[config.mk]
export PLATFORM = sky130hd
export DESIGN_NAME = sram_like_arbiter
export DESIGN_NICKNAME = d
export VERILOG_FILES = /design/src/rtl/sram_like_arbiter_pkg.sv /design/src/rtl/sram_id_fifo.sv /design/src/rtl/sram_like_arbiter.sv
export SDC_FILE = /design/constraint.sdc
export NUM_CORES = 1
export LEC_CHECK = 0
export ABC_CLOCK_PERIOD_IN_PS = 3100
export CAP_MARGIN = 20
export CORE_AREA = 2 2 112 114
export DETAILED_ROUTE_END_ITERATION = 8
export DIE_AREA = 0 0 114 116
export PLACE_DENSITY = 0.69
export SYNTH_ARGS = -nofsm -noshare
export SYNTH_HDL_FRONTEND = slang
export SYNTH_HIERARCHICAL = 1
export SYNTH_SLANG_ARGS = --single-unit
[constraint.sdc]
create_clock -name clk -period 3.1 [get_ports clk]
set_clock_uncertainty 0.05 [all_clocks]
set_input_delay 0.62 -clock clk [delete_from_list [all_inputs] [get_ports clk]]
set_output_delay 0.62 -clock clk [all_outputs]
set_load 0.02 [all_outputs]
[src/rtl/sram_like_arbiter_pkg.sv]
// Shared constants and types for the sram-like multi-channel arbiter.
package sram_like_arbiter_pkg;

   localparam logic [1:0] SZ_BYTE = 2'd0;
   localparam logic [1:0] SZ_HALF = 2'd1;
   localparam logic [1:0] SZ_WORD = 2'd2;

   localparam int DEF_NCH      = 2;
   localparam int DEF_MAX_OUTS = 4;

   typedef enum logic {
      ST_IDLE   = 1'b0,
      ST_LOCKED = 1'b1
   } arb_state_t;

   // Channel-ID width; never below 1 so a single-channel build still has a legal vector.
   function automatic int chid_w(input int nch);
      return (nch > 1) ? $clog2(nch) : 1;
   endfunction

endpackage

[src/rtl/sram_id_fifo.sv]
// In-order channel-ID tracker for outstanding requests; registered head, no push when full, no pop when empty.
// Latency: one cycle from push to visibility at head; full/empty/count reflect registered state only.
module sram_id_fifo #(
   parameter int DEPTH = 4,
   parameter int WIDTH = 1
) (
   input  logic                   clk,
   input  logic                   reset,
   input  logic                   push,
   input  logic [WIDTH-1:0]       push_dat,
   input  logic                   pop,
   output logic [WIDTH-1:0]       head,
   output logic                   full,
   output logic                   empty,
   output logic [$clog2(DEPTH):0] count
);

   localparam int PW = $clog2(DEPTH);

   logic [WIDTH-1:0] mem [DEPTH];
   logic [PW-1:0]    wr_ptr;
   logic [PW-1:0]    rd_ptr;
   logic             push_ok;
   logic             pop_ok;

   assign full    = (count == (PW+1)'(DEPTH));
   assign empty   = (count == '0);
   assign push_ok = push && !full;
   assign pop_ok  = pop && !empty;
   assign head    = mem[rd_ptr];

   always_ff @(posedge clk) begin
      if (reset) begin
         wr_ptr <= '0;
         rd_ptr <= '0;
         count  <= '0;
      end else begin
         if (push_ok) begin
            mem[wr_ptr] <= push_dat;
            wr_ptr      <= wr_ptr + PW'(1);
         end
         if (pop_ok) begin
            rd_ptr <= rd_ptr + PW'(1);
         end
         case ({push_ok, pop_ok})
            2'b10:   count <= count + (PW+1)'(1);
            2'b01:   count <= count - (PW+1)'(1);
            default: count <= count;
         endcase
      end
   end

endmodule

[src/rtl/sram_like_arbiter.sv]
// Merges NCH sram-like masters onto one slave port; addr_ok/data_ok pass through combinationally (0 cycles).
// Backpressure: a stalled grant stays locked until m_addr_ok; no new request issues while MAX_OUTS are in flight.
module sram_like_arbiter
   import sram_like_arbiter_pkg::*;
#(
   parameter int NCH      = DEF_NCH,
   parameter int MAX_OUTS = DEF_MAX_OUTS,
   parameter int ARB_RR   = 0,
   parameter int AW       = 32
) (
   input  logic                        clk,
   input  logic                        reset,
   input  logic [NCH-1:0]              ch_req,
   input  logic [NCH-1:0]              ch_wr,
   input  logic [2*NCH-1:0]            ch_size,
   input  logic [4*NCH-1:0]            ch_wstrb,
   input  logic [AW*NCH-1:0]           ch_addr,
   input  logic [32*NCH-1:0]           ch_wdata,
   output logic [NCH-1:0]              ch_addr_ok,
   output logic [NCH-1:0]              ch_data_ok,
   output logic [31:0]                 ch_rdata,
   output logic                        m_req,
   output logic                        m_wr,
   output logic [1:0]                  m_size,
   output logic [3:0]                  m_wstrb,
   output logic [AW-1:0]               m_addr,
   output logic [31:0]                 m_wdata,
   input  logic                        m_addr_ok,
   input  logic                        m_data_ok,
   input  logic [31:0]                 m_rdata,
   output logic [$clog2(MAX_OUTS):0]   outs_cnt,
   output logic                        err_spurious
);

   localparam int CHID_W = chid_w(NCH);

   arb_state_t        state;
   logic [CHID_W-1:0] lock_ch;
   logic [CHID_W-1:0] rr_ptr;
   logic [CHID_W-1:0] winner;
   logic [CHID_W-1:0] grant;
   logic [CHID_W-1:0] head;
   logic [2*NCH-1:0]  req_rot;
   logic              full;
   logic              empty;
   logic              push;
   logic              pop;
   int                sum;

   // Winner selection: highest index for fixed priority, first at/after rr_ptr for round-robin.
   always_comb begin
      winner  = '0;
      sum     = 0;
      req_rot = {ch_req, ch_req} >> rr_ptr;
      if (ARB_RR != 0) begin
         for (int j = NCH - 1; j >= 0; j--) begin
            if (req_rot[j]) begin
               sum = int'(rr_ptr) + j;
               if (sum >= NCH) begin
                  sum = sum - NCH;
               end
               winner = CHID_W'(sum);
            end
         end
      end else begin
         for (int k = 0; k < NCH; k++) begin
            if (ch_req[k]) begin
               winner = CHID_W'(k);
            end
         end
      end
   end

   assign grant = (state == ST_LOCKED) ? lock_ch : winner;
   assign m_req = !reset && ((state == ST_LOCKED) || (!full && (|ch_req)));
   assign push  = m_req && m_addr_ok;
   assign pop   = !reset && m_data_ok && !empty;

   always_comb begin
      m_wr       = 1'b0;
      m_size     = '0;
      m_wstrb    = '0;
      m_addr     = '0;
      m_wdata    = '0;
      ch_addr_ok = '0;
      ch_data_ok = '0;
      for (int k = 0; k < NCH; k++) begin
         if (grant == CHID_W'(k)) begin
            m_wr    = ch_wr[k];
            m_size  = ch_size[k*2 +: 2];
            m_wstrb = ch_wstrb[k*4 +: 4];
            m_addr  = ch_addr[k*AW +: AW];
            m_wdata = ch_wdata[k*32 +: 32];
         end
         ch_addr_ok[k] = push && (grant == CHID_W'(k));
         ch_data_ok[k] = pop && (head == CHID_W'(k));
      end
   end

   assign ch_rdata = m_rdata;

   always_ff @(posedge clk) begin
      if (reset) begin
         state        <= ST_IDLE;
         lock_ch      <= '0;
         rr_ptr       <= '0;
         err_spurious <= 1'b0;
      end else begin
         case (state)
            ST_IDLE: begin
               if (m_req && !m_addr_ok) begin
                  state   <= ST_LOCKED;
                  lock_ch <= winner;
               end
            end
            ST_LOCKED: begin
               if (m_addr_ok) begin
                  state <= ST_IDLE;
               end
            end
            default: state <= ST_IDLE;
         endcase
         if (push && (ARB_RR != 0)) begin
            rr_ptr <= (grant == CHID_W'(NCH - 1)) ? '0 : grant + CHID_W'(1);
         end
         if (m_data_ok && empty) begin
            err_spurious <= 1'b1;
         end
      end
   end

   sram_id_fifo #(
      .DEPTH (MAX_OUTS),
      .WIDTH (CHID_W)
   ) u_id_fifo (
      .clk      (clk),
      .reset    (reset),
      .push     (push),
      .push_dat (grant),
      .pop      (pop),
      .head     (head),
      .full     (full),
      .empty    (empty),
      .count    (outs_cnt)
   );

endmodule

==> metrics.yaml, run 1 <==
detailed_routing:
  dr.first_iter.drc_count: 28
  viasPerCell: 4.09
  met3_length_um: 714
  drc: 0
  drt-met1-wl_um: 3290
  wl_per_cell_um: 19.8
  maxUsedRoutingLayer: "met4"
  wl_met2_um: 6860
  dr.pass1.iters: 4
  vias: 2248
  routed_wl_um: 10900
  ant_nets: 0
grt:
  grt_usage_pct: 14.8
  antenna_found_initial: 0
  gr-total-overflow: 0
  first_global_vias: 2431
  grt_pass1_wl_um: 14400
  grt_max_degree: 28
power:
  switching_power_w: 0.000380
  p_sw_share_pct: 32.7
  p_int_w: 0.000781
  p_leak_nw: 1.72
  irDropWorstVdd_mv: 0.154
  combPwrFrac_pct: 58.6
  finalPower_w: 0.00116
  clockPowerShare_pct: 21.6
  p_seq_share_pct: 19.8
  powerDensity_nw_per_um2: 269
finish:
  drive_gt1_share_pct: 28.3
  fin_util_pct: 36.3
  synthToLayoutAreaGrowth_pct: 118
  num_antenna_cells: 0
  mostFrequentLayoutCells: "clkdlybuf4s50_1, mux2_2, dlygate4sd2_1, buf_4, clkdlybuf4s15_1"
  layout.cells.most_common: "clkdlybuf4s50_1"
  fillers: 1245
  final_area_um2: 4320
  nets: 590
clock_tree:
  htree_num_levels: 1
  cts.hold.buffers_added: 0
  clk_path_buf_depth: 2
  clk_latency_ns: 0.24
  cts_sinks: 16
  cts_buffers: 3
  cts-root-buf: "clkbuf_16"
  tritoncts: "done"
  path_clk_slew_ns: 0.05
die:
  die_h_um: 116
  die-area_um2: 13200
  num_rows: 40
  die_w_um: 114
  fp.coreArea_um2: 11900
  initial_core_util_pct: 16.6
  num_io_pins: 292
critical_path:
  start_kind: "input pin"
  reg2reg_from: "u_id_fifo/count[0]$_SDFFE_PP0P_"
  required_ns: 2.43
  path_class: "input pin to output port"
  critPathCaptureType: "output port"
  critical_path.max_fanout: 23
  slowest_stage: "clkdlybuf4s50_1"
  crit_arrival_ns: 2.38
  worstPathCellList: "clkdlybuf4s50_1 > mux2i_2 > inv_2 > buf_4 > buf_12 > mux2_2 > dlygate4sd2_1"
  crit_family: "buffers and inverters"
  startpoint: "ch_req[1]"
  cpPeakStageDelay_ns: 0.47
  worstPathBufferInverterCount: 5
min_path:
  min_from: "err_spurious$_SDFFE_PP0P_"
  hold_class: "flop to flop"
status:
  status: "finished clean"
yosys:
  synthDistinctLibCells: 33
  yosysWarnings: 6
  netlist_area_um2: 1980
  synth.largest_area_cell: "mux2_2"
  synthTopCellsByArea: "mux2_2, dfxtp_1, buf_4"
  synth_nets: 379
  syn_avg_cell_area_um2: 10.3
  synthCells: 193
  synth_seq_cells: 16
  netlist.area_leader.share_pct: 40.3
  ys_seq_area_share_pct: 18.2
sta:
  finalSetupTns_ns: 0
  worstMarginPinSlew_ns: 0.474
  slew_violations: 0
  fmax_mhz: 328
  max-slew-margin-rel_pct: 68.2
  fin_crit_sh_pct: 98.3
  hold_viol: 0
  fin_crit_ns: 3.05
  hold_ws_ns: 0.416
  setup_viol: 0
place:
  hpwlAfterDp_um: 9880
  portBuffers: 227
  gp_congestion: 0.764
  place_area_um2: 4240
job:
  max_cap_viol_count: 0
cell families (layout without fill, tap and decap cells):
kind of cell / after synthesis / count (layout) / synth area share [%]
AOI/OAI and AO/OA: 18 / 18 / 6.56
xor gates and xnor gates: 3 / 3 / 1.33
adders and majority gates: 6 / 6 / 4.16
buffers and inverters: 52 / 262 / 19.4
DFF: 16 / 16 / 18.2
muxes: 73 / 73 / 42.0
and+or+nand+nor: 25 / 25 / 8.39
worst reg2reg max path: stages, from the launching register on:
cell,delay [ns]
dfxtp_1,0.47
nor3b_2,0.11
o21bai_2,0.24
buf_4,0.16
a211oi_1,0.44
nand2b_4,0.09
ha_1,0.22
inv_1,0.07
fa_1,0.17
xor2_1,0.07
or3_1,0.31
a21oi_1,0.15
per-stage QoR:
step | setup slack, ns | cells
floorplan | 0.342 | 193
global placement | -0.150 | 542
detailed placement | -0.155 | 542
CTS | -0.163 | 547
global route | -0.000471 | 550
finish | 0.0516 | 550
per-layer routing:
layer  global-route usage, %  up-vias
met5                       0        -
met4                    2.11        0
met1                    13.0     1052
met2                    33.6      119
met3                    3.35        4
li1                        -     1073
power groups by stage:
stage / Combinational (W) / Sequential [W] / Clock (W)
global route: 0.000715 / 0.000231 / 0.000267
global placement: 0.000724 / 0.000234 / 0
detailed placement: 0.000728 / 0.000234 / 0
CTS: 0.000682 / 0.000230 / 0.000256
finish: 0.000680 / 0.000230 / 0.000251
floorplan: 0.000363 / 0.000236 / 0
cells in the mapped netlist:
| cell | number |
|---|---|
| a2111oi_4 | 1 |
| or3_1 | 3 |
| nand2b_1 | 2 |
| inv_2 | 1 |
| inv_1 | 10 |
| xor2_1 | 3 |
| clkbuf_8 | 7 |
| and2_1 | 1 |
| a2111oi_0 | 1 |
| dfxtp_1 | 12 |
| a211oi_1 | 2 |
| nand2b_4 | 1 |
| mux4_2 | 1 |
| nor2_1 | 6 |
| nor3_2 | 1 |
| nor2b_1 | 2 |
| o21bai_1 | 1 |
| nor4b_1 | 1 |
| mux2_2 | 71 |
| or3_2 | 1 |
| buf_4 | 32 |
| a21oi_1 | 6 |
| o31ai_1 | 1 |
| o32ai_1 | 1 |
| fa_1 | 1 |
| edfxtp_1 | 4 |
| nor3b_1 | 5 |
| ha_1 | 5 |
| mux2i_1 | 1 |
| clkbuf_1 | 2 |
| nand2_1 | 1 |
| nor3b_2 | 1 |
| o21ai_0 | 5 |
final timing paths:
path	endpoint	slack [ns]	cells past startpoint
setup / recovery	m_addr[27]	0.05	7
hold / removal	err_spurious$_SDFFE_PP0P_	0.42	2
setup reg to reg	u_id_fifo/count[2]$_SDFFE_PP0P_	0.48	11
hold reg to reg	err_spurious$_SDFFE_PP0P_	0.42	2
layout make-up:
| type | instances | area, um2 | share of cell area (%) |
|---|---|---|---|
| Clock buffer | 3 | 75.1 | 1.74 |
| Clock inverter | 1 | 3.75 | 0.0869 |
| Inverter | 11 | 41.3 | 0.956 |
| Multi-Input combinational cell | 125 | 1260 | 29.1 |
| Sequential cell | 16 | 360 | 8.35 |
| Tap cell | 147 | 184 | 4.26 |
| Timing Repair Buffer | 247 | 2400 | 55.5 |
repair_timing:
action / 4_1_cts / 5_1_grt
cloned: 0 / 0
gates resized for setup: 90 / 6
pin swaps: 0 / 0
setup endpoints to repair: 66 / 36
setup buffers: 1 / 3
No activity file was read; power rests on OpenSTA's default activity.
==> run 2: changes to the inputs <==
Settings changed: SETUP_SLACK_MARGIN set to 0.15.
==> metrics.yaml, run 2 (synthesized netlist as in run 1, its figures left out) <==
die:
  die_h_um: 116
  num_rows: 40
  die-area_um2: 13200
  num_io_pins: 292
  initial_core_util_pct: 16.6
  die_w_um: 114
  fp.coreArea_um2: 11900
critical_path:
  r2r_slack_ns: 0.49
  critical_path.max_fanout: 14
  reg2reg_from: "u_id_fifo/count[0]$_SDFFE_PP0P_"
  rr_worst_depth: 11
  startpoint: "ch_req[1]"
  critPathCaptureType: "output port"
  worst_r2r_endpoint: "u_id_fifo/count[2]$_SDFFE_PP0P_"
  start_kind: "input pin"
  path_class: "input pin to output port"
  crit_arrival_ns: 2.19
  required_ns: 2.43
  crit_path_end: "m_wdata[18]"
detailed_routing:
  viasPerCell: 4.10
  wl_per_cell_um: 20.1
  vias: 2253
  drc: 0
  routed_wl_um: 11000
  dr.pass1.iters: 4
  ant_nets: 0
  dr.first_iter.drc_count: 22
min_path:
  hold_depth: 2
  hold_class: "flop to flop"
sta:
  fmax_mhz: 350
  fin_crit_sh_pct: 92.1
  max-slew-margin-rel_pct: 69.3
  finalWorstSetupSlack_ns: 0.245
  slew_violations: 0
  rsz0062_at_grt: "true"
  setup_viol: 0
  finalSetupTns_ns: 0
  hold_ws_ns: 0.415
  hold_viol: 0
  fin_crit_ns: 2.86
  worstMarginPinSlew_ns: 0.458
clock_tree:
  clk_path_buf_depth: 2
  path_clk_slew_ns: 0.05
  cts-root-buf: "clkbuf_16"
  cts_buffers: 3
  clk_latency_ns: 0.24
  cts_sinks: 16
  tritoncts: "done"
  htree_num_levels: 1
status:
  status: "finished clean"
grt:
  grt_max_degree: 24
  first_global_vias: 2450
  grt_usage_pct: 15.0
  antenna_found_initial: 0
  gr-total-overflow: 0
  grt_pass1_wl_um: 14600
power:
  p_leak_nw: 1.88
  powerDensity_nw_per_um2: 270
  irDropWorstVdd_mv: 0.155
  finalPower_w: 0.00117
finish:
  synthToLayoutAreaGrowth_pct: 118
  num_antenna_cells: 0
  drive_gt1_share_pct: 30.8
  layout.cells.most_common: "clkdlybuf4s50_1"
  fillers: 1232
  regArea_um2: 360
  nets: 589
  multi_input_area_um2: 1260
  mostFrequentLayoutCells: "clkdlybuf4s50_1, mux2_2, dlygate4sd2_1, buf_4, dlymetal6s2s_1"
place:
  pre_cts_ws_ns: -0.155
  portBuffers: 227
  hpwlAfterDp_um: 9880
  gp_congestion: 0.764
job:
  max_cap_viol_count: 0
-- run 2: changes by cell type in the layout (fill, tap and decap cells not counted), sizes merged --
| cell | previous run | this run |
|---|---|---|
| buf | 27 | 26 |
| bufbuf | 0 | 1 |
| clkbuf | 3 | 15 |
| clkdlybuf4s15 | 22 | 0 |
| clkdlybuf4s50 | 154 | 150 |
| dlygate4sd2 | 43 | 38 |
| dlymetal6s2s | 1 | 19 |
-- run 2: worst min-delay path by stage --
stage / from / endpoint
finish: err_spurious$_SDFFE_PP0P_ / err_spurious$_SDFFE_PP0P_
global route: err_spurious$_SDFFE_PP0P_ / err_spurious$_SDFFE_PP0P_
CTS: err_spurious$_SDFFE_PP0P_ / err_spurious$_SDFFE_PP0P_
detailed placement: err_spurious$_SDFFE_PP0P_ / err_spurious$_SDFFE_PP0P_
global placement: lock_ch$_SDFFE_PP0P_ / lock_ch$_SDFFE_PP0P_
floorplan: lock_ch$_SDFFE_PP0P_ / lock_ch$_SDFFE_PP0P_
-- run 2: layout make-up --
class                           instances  area share, %
Clock buffer                            3           1.74
Clock inverter                          1         0.0869
Inverter                               11          0.956
Multi-Input combinational cell        125           29.1
Sequential cell                        16           8.34
Tap cell                              147           4.26
Timing Repair Buffer                  246           55.5
-- run 2: metal layers --
layer	track usage (%)	up-vias	part of all wire (%)
li1	-	1072	-
met1	13.2	1056	30
met2	34.0	121	63
met3	3.35	4	6.6
met4	2.11	0	0.17
met5	0	-	0
-- run 2: stage by stage --
step,utilization [%],instances,cell area (um2)
floorplan,-,193,1980
global placement,35.6,542,4240
detailed placement,35.6,542,4240
CTS,36.2,549,4310
global route,36.3,549,4320
finish,36.3,549,4320
-- run 2: what timing repair did --
action                                  4_1_cts  5_1_grt
resized for setup                            59       44
setup buffers                                 2        0
hold buffers                                  0        0
endpoints found under the setup margin       76       33
gates cloned                                  1        0
-- run 2: report_power, final --
| group | internal [W] | switching, W | total, W |
|---|---|---|---|
| Sequential | 0.000222 | 0.00000825 | 0.000230 |
| Clock | 0.000171 | 0.0000800 | 0.000251 |
| Combinational | 0.000392 | 0.000293 | 0.000685 |
-- run 2: critical path, stage by stage --
cell and delay [ns]:
dlygate4sd2_1 0.27, mux2i_2 0.24, inv_2 0.14, buf_6 0.15
buf_12 0.14, buf_4 0.16, mux2_2 0.28, buf_4 0.17
